File: src/rtl/seven_segment_pkg.sv
// rtl/seven_segment_pkg.sv - shared types and constants for the binary-to-BCD converter
package seven_segment_pkg;

  localparam int BCD_DIGIT_W = 4;

  typedef enum logic [1:0] {
    IDLE    = 2'd0,
    CONVERT = 2'd1,
    DONE    = 2'd2
  } bcd_state_e;

  // Each decimal digit covers at least 3 binary bits (10^k >= 2^(3k)), so
  // ceil(width/3) digits always hold the largest input without losing a carry.
  function automatic int scratch_digits(input int data_width, input int digits);
    int need;
    need = (data_width + 2) / 3;
    return (need > digits) ? need : digits;
  endfunction

endpackage

File: src/rtl/binary_to_bcd_if.sv
// rtl/binary_to_bcd_if.sv - request/result bundle between a client and the converter
interface binary_to_bcd_if #(
  parameter int DATA_WIDTH = 14,
  parameter int DIGITS     = 4
);
  import seven_segment_pkg::*;

  logic [DATA_WIDTH-1:0]         data_in;
  logic                          valid_in;
  logic                          ready_out;
  logic [DIGITS*BCD_DIGIT_W-1:0] bcd_out;
  logic                          done;
  logic                          overflow;

  modport master (
    output data_in,
    output valid_in,
    input  ready_out,
    input  bcd_out,
    input  done,
    input  overflow
  );

  modport slave (
    input  data_in,
    input  valid_in,
    output ready_out,
    output bcd_out,
    output done,
    output overflow
  );

endinterface

File: src/rtl/bcd_digit_adjust.sv
// rtl/bcd_digit_adjust.sv - double-dabble add-3 correction for one BCD nibble
module bcd_digit_adjust
  import seven_segment_pkg::*;
(
  input  logic [BCD_DIGIT_W-1:0] digit_in,
  output logic [BCD_DIGIT_W-1:0] digit_out
);

  // A digit of 5 or more would exceed 9 after the shift, so pre-bias it by 3.
  always_comb begin
    digit_out = digit_in;
    if (digit_in >= BCD_DIGIT_W'(5)) begin
      digit_out = digit_in + BCD_DIGIT_W'(3);
    end
  end

endmodule

File: src/rtl/binary_to_bcd.sv
// rtl/binary_to_bcd.sv - sequential double-dabble binary to BCD converter with saturation
module binary_to_bcd
  import seven_segment_pkg::*;
#(
  parameter int DATA_WIDTH = 14,
  parameter int DIGITS     = 4
) (
  input  logic             clk,
  input  logic             reset,
  binary_to_bcd_if.slave   bus
);

  localparam int SCR_DIGITS = scratch_digits(DATA_WIDTH, DIGITS);
  localparam int SCR_W      = SCR_DIGITS * BCD_DIGIT_W;
  localparam int OUT_W      = DIGITS * BCD_DIGIT_W;
  localparam int CNT_W      = $clog2(DATA_WIDTH + 1);

  localparam logic [CNT_W-1:0] LAST_BIT  = CNT_W'(DATA_WIDTH - 1);
  localparam logic [OUT_W-1:0] ALL_NINES = {DIGITS{4'h9}};

  bcd_state_e             state;
  bcd_state_e             state_next;
  logic                   ready_c;
  logic                   done_c;

  logic [DATA_WIDTH-1:0]  shift_q;
  logic [SCR_W-1:0]       scratch_q;
  logic [CNT_W-1:0]       count_q;
  logic [OUT_W-1:0]       bcd_q;
  logic                   overflow_q;

  logic [SCR_W-1:0]       adjusted;
  logic [SCR_W-1:0]       step_scratch;
  logic [DATA_WIDTH-1:0]  step_shift;
  logic                   step_overflow;

  // One correction unit per scratch digit, including the guard digits.
  for (genvar g = 0; g < SCR_DIGITS; g++) begin : g_adj
    bcd_digit_adjust u_adj (
      .digit_in  (scratch_q[g*BCD_DIGIT_W +: BCD_DIGIT_W]),
      .digit_out (adjusted[g*BCD_DIGIT_W +: BCD_DIGIT_W])
    );
  end

  // One double-dabble step: corrected scratch and binary shift left as one long register.
  always_comb begin
    step_scratch  = {adjusted[SCR_W-2:0], shift_q[DATA_WIDTH-1]};
    step_shift    = shift_q << 1;
    step_overflow = |(step_scratch >> OUT_W);
  end

  // State register; reset wins over any acceptance on the same edge.
  always_ff @(posedge clk) begin
    if (reset) begin
      state <= IDLE;
    end else begin
      state <= state_next;
    end
  end

  // Next-state decode plus ready/done, which depend on state alone.
  always_comb begin
    state_next = state;
    ready_c    = 1'b0;
    done_c     = 1'b0;
    case (state)
      IDLE: begin
        ready_c = 1'b1;
        if (bus.valid_in) begin
          state_next = CONVERT;
        end
      end
      CONVERT: begin
        if (count_q == '0) begin
          state_next = DONE;
        end
      end
      DONE: begin
        done_c     = 1'b1;
        state_next = IDLE;
      end
      default: begin
        state_next = IDLE;
      end
    endcase
  end

  // Datapath: capture on acceptance, step while converting, publish on the last step.
  always_ff @(posedge clk) begin
    if (reset) begin
      shift_q    <= '0;
      scratch_q  <= '0;
      count_q    <= '0;
      bcd_q      <= '0;
      overflow_q <= 1'b0;
    end else if (state == IDLE && bus.valid_in) begin
      shift_q   <= bus.data_in;
      scratch_q <= '0;
      count_q   <= LAST_BIT;
    end else if (state == CONVERT) begin
      shift_q   <= step_shift;
      scratch_q <= step_scratch;
      count_q   <= count_q - 1'b1;
      if (count_q == '0) begin
        bcd_q      <= step_overflow ? ALL_NINES : step_scratch[OUT_W-1:0];
        overflow_q <= step_overflow;
      end
    end
  end

  assign bus.ready_out = ready_c;
  assign bus.done      = done_c;
  assign bus.bcd_out   = bcd_q;
  assign bus.overflow  = overflow_q;

endmodule

File: src/flat_wrapper.sv
// flat-port wrapper written by rule: the top's interface ports become plain ports
module binary_to_bcd_flat import seven_segment_pkg::*;
#(
  parameter int DATA_WIDTH = 14,
  parameter int DIGITS     = 4
)
  (clk, reset, bus_data_in, bus_valid_in, bus_ready_out, bus_bcd_out, bus_done, bus_overflow);
  binary_to_bcd_if #(.DATA_WIDTH(DATA_WIDTH), .DIGITS(DIGITS)) bus_i ();
  input  logic clk;
  input  logic reset;
  input wire logic [$bits(bus_i.data_in)-1:0] bus_data_in;
  input wire logic [$bits(bus_i.valid_in)-1:0] bus_valid_in;
  output wire logic [$bits(bus_i.ready_out)-1:0] bus_ready_out;
  output wire logic [$bits(bus_i.bcd_out)-1:0] bus_bcd_out;
  output wire logic [$bits(bus_i.done)-1:0] bus_done;
  output wire logic [$bits(bus_i.overflow)-1:0] bus_overflow;
  assign bus_i.data_in = bus_data_in;
  assign bus_i.valid_in = bus_valid_in;
  assign bus_ready_out = bus_i.ready_out;
  assign bus_bcd_out = bus_i.bcd_out;
  assign bus_done = bus_i.done;
  assign bus_overflow = bus_i.overflow;
  binary_to_bcd #(.DATA_WIDTH(DATA_WIDTH), .DIGITS(DIGITS)) u_core (.clk(clk), .reset(reset), .bus(bus_i));
endmodule
File: config.mk
export PLATFORM = sky130hd
export DESIGN_NAME = binary_to_bcd_flat
export DESIGN_NICKNAME = d
export VERILOG_FILES = /design/src/rtl/seven_segment_pkg.sv /design/src/rtl/binary_to_bcd_if.sv /design/src/rtl/bcd_digit_adjust.sv /design/src/rtl/binary_to_bcd.sv /design/src/flat_wrapper.sv
export SDC_FILE = /design/constraint.sdc
export NUM_CORES = 1
export LEC_CHECK = 0
export CORE_MARGIN = 2
export CORE_UTILIZATION = 23
export DETAILED_ROUTE_END_ITERATION = 8
export GPL_TIMING_DRIVEN = 0
export SKIP_CTS_REPAIR_TIMING = 1
export SYNTH_ARGS = -nofsm -noshare
export SYNTH_HDL_FRONTEND = slang
export SYNTH_SLANG_ARGS = --single-unit
File: constraint.sdc
create_clock -name clk -period 2.1 [get_ports clk]
set_input_delay 0.42 -clock clk [delete_from_list [all_inputs] [get_ports clk]]
set_output_delay 0.42 -clock clk [all_outputs]
set_load 0.1 [all_outputs]
# Word-level counts from Yosys, hierarchy flattened
# Cells that the tools add are included.
# totals
elab_cells	46
out_inout_bits	19
in_bits	17
reg_bits	57
# op_classes
add_sub_neg	6
n_eq_ne	4
magnitude_cmp	5
n_mux	15
reduce_logical	8
bitwise	1
# op_table
cell	count
$mux 14	2
$mux 4	6
$ge 4x3->1 const B	5
$add 4x2->4 const B	4
$mux 16	1
$logic_not 4->1	1
$mux 2	2
$ne 2x2->1 const B	2
$pmux 2 s2	1
$reduce_or 4->1	1
$sub 4x1->4 const B	1
$add 3x2->3 const B	1
$mux 3	1
$reduce_and 3->1	1
$eq 2x1->1 const B	1
$eq 2x2->1 const B	1
$logic_not 2->1	1
$mux 1	2
$reduce_and 2->1	1
$reduce_bool 2->1	1
$reduce_or 2->1	1
$logic_and 1x1->1	1
$not 1->1	1

# Depth between registers and ports, before layout
# Gate-level depths: netlist of the first run.
# depth
ltp_word	4
mapped_depth	8
depth_no_buf	7

# Modules after synthesis
# From an unflattened synthesis of the first run, not the netlist that was laid out.
# unflattened
hier_cells	370
area_unflattened_um2	2904.0
# modules_own_cells
mod	seq_area_each_um2	cells_per_inst	area_each_um2	instances
binary_to_bcd	1141.1	290	2397.3	1
bcd_digit_adjust	0.0	16	101.3	5

# Least setup slack after synthesis of the first run
# No wires, ideal clock.
# synth_path
kind	register to register
from	register u_core.state[1]
to	register u_core.count_q[1]
required_time_ns	1.966
setup_time_ns	0.134
period_less_slack_ns	2.613
arrival_time_ns	2.479
path_stages_with_launch	6
setup_slack_ns	-0.513
path_buffers	1
cell_sequence	dfxtp_1 nor2_1 nand2_1 nand2b_1 clkbuf_1 a211oi_1
# synth_via
elab_chain_len	3
word_cells_on_any_way	4
cone_classes	eq/ne: 1; reduce/logical: 3
# synth_lines
element	line	text
from (decl)	binary_to_bcd.sv:21	bcd_state_e state;
from (signal assigned)	binary_to_bcd.sv:57	state <= state_next;
$logic_not 2->1	binary_to_bcd.sv:96	end else if (state == IDLE && bus.valid_in) begin
$logic_and 1x1->1	binary_to_bcd.sv:96	
$reduce_or 2->1 (no line)	-	
to (signal assigned)	binary_to_bcd.sv:103	count_q <= count_q - 1'b1;
to (decl)	binary_to_bcd.sv:28	logic [CNT_W-1:0] count_q;
# Several ways; a longest one is shown, not always the timed one.
# A chain may end at the register's enable or synchronous reset.

# Worst setup path after layout of the first run
# layout_path
from	register u_core.state[1]
to	output bus_done
# layout_via
elab_chain_len	2
# layout_lines
element	line	text
$eq 2x2->1	binary_to_bcd.sv:66	case (state)
$mux 1	binary_to_bcd.sv:66	
to (decl)	flat_wrapper.sv:15	output wire logic [$bits(bus_i.done)-1:0] bus_done;
# No other way between the ends.

==> metrics, run 1 <==
status finished clean; Final Power 0.00318 W; Initial DRC Count 180; Tmin final 2.01 ns; design area 3630 µm²; largest cells by area after synthesis dfxtp_1 (41%), a21oi_1 (6.5%), ha_1 (5.4%), o32ai_2 (4.7%), nand2_1 (3.9%); DR WL/cell 13.3 µm; Pwr Density 874 nW/µm²; Startpoint Class flop; largest net degree at the start of global routing 11; Clock Skews 0.00754 ns; critical path depth in cells 2; Peak VDD IR 0.000389 V; Worst-Margin Slew 0.984 ns; Remaining DRCs 0; ys async rst share 0; post-route ant nets 0; gr usage total 0.111; Slew headroom 0.343; top_reg_cell synth dfxtp_1; nets 381; final core area utilization 0.306; worst r2r src u_core.scratch_q[16]; CP required 1.68 ns; synthesized area per cell 8.99 µm²; Final GP Congestion 0.813; r2r worst-path depth 8; Final Hold Slack 0.456 ns; synthesized instance count 307; DR vias/cell 4.63; Setup CP Type reg -> out; die height 114 µm; Worst-path clk slew 0.05 ns; Leakage 1.54 nW; Synth Cell Area 2760 µm²; IO Pins 36; final wirelength 6690 µm; Worst setup endpoint bus_done; Post-DP Area 3290 µm²; Hold Fails Final Rpt 0; max cap viols 0; most frequent cells after synthesis dfxtp_1 (57), a21oi_1 (36), nand2_1 (29), nor2_1 (24), nand2b_1 (15); CP Max Fanout 4; Tcrit/Tclk final 0.958; # rows 40; r2r setup slk 0.18 ns; Detailed Place HPWL 4780 µm; Cell Chain, Critical Path nor2b_2 > dlymetal6s2s_1; setup violators final 0; CTS Sinks 57; Die Footprint 12900 µm²; area grow syn2layout 31.7%; Critical Path End Type output pin; crit-path max cell delay 0.75 ns; layout cell share with drive strength beyond 1 0.148; WP data arrival 1.59 ns; Synth top area share 0.414; CP max stage cell dlymetal6s2s_1; CTS HTree Levels 3; library cells used by synthesis 36; PortBufs 34; aggregate global routing overflow 0; hold crit path type reg -> reg; Synthesis Warnings 0; CTS tree done; leading cell type by number of instances after synthesis dfxtp_1; vias post-DR 2332; vias in the first global route 2363; Initial Utilization 0.233; R2R Path End u_core.bus.bcd_out[0]; initial antenna violation count 0; critical path startpoint u_core.state[1]; Ant. Diodes 0; First-pass DRT Iterations 5; FMAX 497 MHz; Num CTS Buffers 9; worst skew pair latency 0.32 ns; Core Area 11900 µm²; Crit path max-delay family buffers and inverters; die width 114 µm; flops & latches, synth 57; root buf cell clkbuf_16; max-slew violations 0; number of synthesized flops with an enable pin 0; Max Buffers Root-to-Sink 2; Mapped Nets 336; register area share after synthesis 0.414; first-pass GRT wire length 11400 µm; RSZ-0062 raised after global routing false; Buf/Inv on CP 1; Synth area leader dfxtp_1
==> worst min path at each step <==
stage,start,end,slack (ns),depth (start not counted)
6_report,u_core.shift_q[4],u_core.shift_q[4],0.46,2
4_1_cts,u_core.shift_q[7],u_core.shift_q[7],0.46,2
3_3_place_gp,u_core.shift_q[12],u_core.shift_q[12],0.44,2
3_5_place_dp,u_core.shift_q[7],u_core.shift_q[7],0.45,2
5_1_grt,u_core.shift_q[8],u_core.shift_q[8],0.49,2
2_1_floorplan,u_core.shift_q[10],u_core.shift_q[10],0.44,2
==> registers in the layout, indices dropped and copies added, names as in the netlist <==
signal,cells
u_core.state,2
u_core.shift_q,14
u_core.bus.bcd_out,16
u_core.scratch_q,20
u_core.count_q,4
u_core.bus.overflow,1
==> cells in the final DEF, fill, tap and decap left out, types with 9 or more instances in the layout <==
cell type / Yosys / final
a21oi_1: 36 / 36
a22oi_1: 13 / 13
clkbuf_1: 8 / 11
clkbuf_16: 0 / 9
clkdlybuf4s50_1: 0 / 15
dfxtp_1: 57 / 57
dlymetal6s2s_1: 0 / 19
ha_1: 12 / 12
inv_1: 13 / 13
nand2_1: 29 / 29
nand2b_1: 15 / 15
nor2_1: 24 / 23
nor2b_1: 10 / 9
o21ai_1: 13 / 13
==> kinds of logic (layout without fill, tap and decap cells) <==
family / after synthesis / after routing / synth area share
AOI/OAI and AO/OA: 91 / 91 / 0.239
xor gates and xnor gates: 8 / 8 / 0.0254
DFF: 57 / 57 / 0.414
and+or+nand+nor: 101 / 101 / 0.192
muxes: 6 / 6 / 0.0240
buffers and inverters: 32 / 82 / 0.0512
adders and majority gates: 12 / 12 / 0.0544
==> report_power, final <==
group | total [W] | switching, W | internal (W)
combinational | 0.000579 | 0.000396 | 0.000183
sequential | 0.00119 | 0.0000402 | 0.00114
clock | 0.00141 | 0.000467 | 0.000945
==> through the flow <==
step / TNS, ns / cells / worst slack (ns)
3_3_place_gp: 0 / 488 / 0.0227
6_report: 0 / 504 / 0.0883
2_1_floorplan: 0 / 307 / 0.0477
3_5_place_dp: 0 / 488 / 0.0152
5_1_grt: 0 / 504 / 0.000485
4_1_cts: -2.80 / 504 / -0.334
==> final cells by class <==
class                   instances  area [µm²]
flip-flops and latches         57        1140
fillers                      1216        8230
clock inverters                 3        40.0
repair buffers                 34         388
inverters                      13        48.8
multi-input cells             218        1490
clock buffers                  13         250
well taps                     147         184
plain buffers                  19        92.6
==> per-layer routing <==
metal | track usage | part of all wire
met4 | 0.0447 | 0.0085
met1 | 0.137 | 0.46
met2 | 0.182 | 0.49
met3 | 0.0319 | 0.046
met5 | 0 | 0
==> worst min-delay path: stages, from the launching register on <==
cell     delay [ns]
dfxtp_1        0.31
nand2_1        0.05
a21oi_1        0.05
(Power assumes the default switching activity.)
==> run 2: changes to the inputs <==
--- a/config.mk
+++ b/config.mk
@@ -7,6 +7,7 @@
 export LEC_CHECK = 0
 export CORE_MARGIN = 2
 export CORE_UTILIZATION = 23
+export CTS_CLUSTER_SIZE = 10
 export DETAILED_ROUTE_END_ITERATION = 8
 export GPL_TIMING_DRIVEN = 0
 export SKIP_CTS_REPAIR_TIMING = 1
==> results of run 2 <==
The final DEF is identical to that of run 1; final timing and power are the same.
==> run 3: changes to the inputs <==
--- a/config.mk
+++ b/config.mk
@@ -6,7 +6,7 @@
 export NUM_CORES = 1
 export LEC_CHECK = 0
 export CORE_MARGIN = 2
-export CORE_UTILIZATION = 23
+export CORE_UTILIZATION = 29
 export CTS_CLUSTER_SIZE = 10
 export DETAILED_ROUTE_END_ITERATION = 8
 export GPL_TIMING_DRIVEN = 0
==> constraint.sdc (replaced) <==
create_clock -name clk -period 2.4 [get_ports clk]
set_input_delay 0.48 -clock clk [delete_from_list [all_inputs] [get_ports clk]]
set_output_delay 0.48 -clock clk [all_outputs]
set_load 0.1 [all_outputs]
==> run 3 against run 2 <==
Register-to-register slack improved by 0.19 ns. Cell count decreased by 3.6%. First-iteration DRC count decreased by 28%. Clock skew increased by 0.0057 ns. Final area decreased by 4.8%. Core utilization increased by 6.8 points. Non-clock buffer count unchanged. Worst hold slack improved by 0.0011 ns. Highest routed layer unchanged.
==> metrics, run 3 (same netlist as run 1, synthesis figures left out) <==
status finished clean; pre-CTS WS 0.268 ns (+0.253 ns); IO Pins 36 (unchanged); CTS HTree Levels 3 (unchanged); Remaining DRCs 0 (unchanged); Setup CP Type reg -> out; Tmin final 2.30 ns; Initial DRC Count 130 (-28%); largest net degree at the start of global routing 11 (unchanged); PortBufs 34 (unchanged); Max Buffers Root-to-Sink 2 (unchanged); CTS Sinks 57 (unchanged); CP max stage cell clkdlybuf4s50_1; Peak VDD IR 0.000237 V (-39%); die height 102 µm (-11%); commonest non-fill, non-tap cell in the layout dfxtp_1; initial antenna violation count 0 (unchanged); r2r worst-path depth 7 (-1); final wirelength 6400 µm (-4.3%); DR WL/cell 13.2 µm (-0.71%); most frequent cells in the layout dfxtp_1 (57), a21oi_1 (36), clkdlybuf4s50_1 (32); Ant. Diodes 0 (unchanged); hold endpoint u_core.shift_q[12]; Critical Path End Type output pin; Buf/Inv on CP 1 (unchanged); Multi-input gate area 1480 µm² (-0.76%); Num CTS Buffers 9 (unchanged); Worst-path clk slew 0.07 ns (+0.02 ns); worst r2r src u_core.scratch_q[16]; nets 381 (unchanged); crit-path max cell delay 1.13 ns (+0.38 ns); setup violators final 0 (unchanged); largest reg by FF count u_core.scratch_q; Worst-Margin Slew 0.975 ns (-0.00920 ns); aggregate global routing overflow 0 (unchanged); # rows 35 (-13%); CP required 1.92 ns (+0.24 ns); post-route ant nets 0 (unchanged); die width 102 µm (-11%); Setup TNS Final 0 ns (unchanged); WP data arrival 1.82 ns (+0.23 ns); gr usage total 0.132 (+0.0211); layout cell share with drive strength beyond 1 0.154 (+0.00560); root buf cell clkbuf_8; Crit path max-delay family buffers and inverters; Layout Cells excl Fill 486 (-3.6%); FMAX 436 MHz; worst skew pair latency 0.34 ns (+0.02 ns); Leakage 1.19 nW (-23%); max-slew violations 0 (unchanged); R2R Path End u_core.bus.bcd_out[1]; Die Footprint 10300 µm² (-20%); hold crit path type reg -> reg; Tcrit/Tclk final 0.956; First-pass DRT Iterations 4 (-1); Placed Cells 470 (-3.7%); area grow syn2layout 25.4%; max reg flops 20 (unchanged); max cap viols 0 (unchanged); Pwr Density 691 nW/µm² (-21%); CTS tree done; Setup WS post-layout 0.105 ns (+0.0167 ns); vias in the first global route 2176 (-7.9%); Initial Utilization 0.299 (+0.0660); Startpoint Class flop; vias post-DR 2303 (-1.2%); CP Max Fanout 2 (-2); Final GP Congestion 0.770 (-5.4%); Clock Skews 0.0132 ns (+0.00565 ns); WHS Path Cells 2 (unchanged); Detailed Place HPWL 4540 µm (-5.0%); RSZ-0062 raised after global routing false; Core Area 9240 µm² (-22%); r2r setup slk 0.37 ns (+0.19 ns); Final Power 0.00239 W (-25%); HP Start u_core.shift_q[12]; DR vias/cell 4.74 (+2.4%); Slew headroom 0.348 (+0.00517); Fillers 949 (-22%); Cell Chain, Critical Path clkdlybuf4s50_1; Hold Fails Final Rpt 0 (unchanged); register area 1140 µm² (unchanged); first-pass GRT wire length 10500 µm (-8.0%)
run 3: cell count changes in the layout (fill, tap and decap cells not counted), moves of 3 or more:
cell,delta
clkbuf_8,+11
clkdlybuf4s50_1,+17
dlymetal6s2s_1,-17
clkbuf_1,-3
clkbuf_16,-9
run 3: worst max path at each step:
| stage | start | end | slack (ns) | cells after the start |
|---|---|---|---|---|
| after floorplan | u_core.state[1] | bus_done | 0.21 | 1 |
| after global placement | u_core.state[1] | bus_done | 0.26 | 2 |
| after detailed placement | u_core.state[1] | bus_done | 0.27 | 2 |
| after CTS | u_core.state[1] | bus_done | -0.11 | 2 |
| after global routing | u_core.bus.bcd_out[8] | bus_bcd_out[8] | 0.03 | 1 |
| final | u_core.bus.bcd_out[4] | bus_bcd_out[4] | 0.10 | 1 |
run 3: report_power, final:
group / internal [W] / switching [W] / total, W
Clock: 0.000457 / 0.000397 / 0.000854
Sequential: 0.000999 / 0.0000350 / 0.00103
Combinational: 0.000160 / 0.000343 / 0.000503
run 3: cell type report:
cell class / count / area share
inverter: 13 / 0.0141
sequential: 57 / 0.330
clock buffer: 12 / 0.0477
buffer: 19 / 0.0268
tap: 129 / 0.0467
multi-input combinational: 218 / 0.427
timing repair buffer: 34 / 0.0998
clock inverter: 4 / 0.00759
run 3: metal layers:
| metal | track usage | part of all wire | up-vias |
|---|---|---|---|
| li1 | - | - | 1166 |
| met2 | 0.227 | 0.50 | 39 |
| met3 | 0.0276 | 0.034 | 9 |
| met5 | 0 | 0 | - |
| met1 | 0.157 | 0.45 | 1089 |
| met4 | 0.0593 | 0.017 | 0 |
run 3: worst register-to-register path, delay by kind of cell (launching register included):
kind,cells,cell delay (ns)
DFF,1,0.36
AOI/OAI and AO/OA,2,0.44
adders and majority gates,1,0.25
buffers and inverters,1,0.08
xor gates and xnor gates,1,0.31
and+or+nand+nor,2,0.50
run 3: metrics by stage:
stage	utilization	hold WS, ns	cell area [µm²]
CTS	0.374	0.460	3450
detailed placement	0.353	0.450	3260
finish	0.374	0.457	3460
global route	0.374	0.479	3460
global placement	0.353	0.445	3260
floorplan	-	0.437	2760
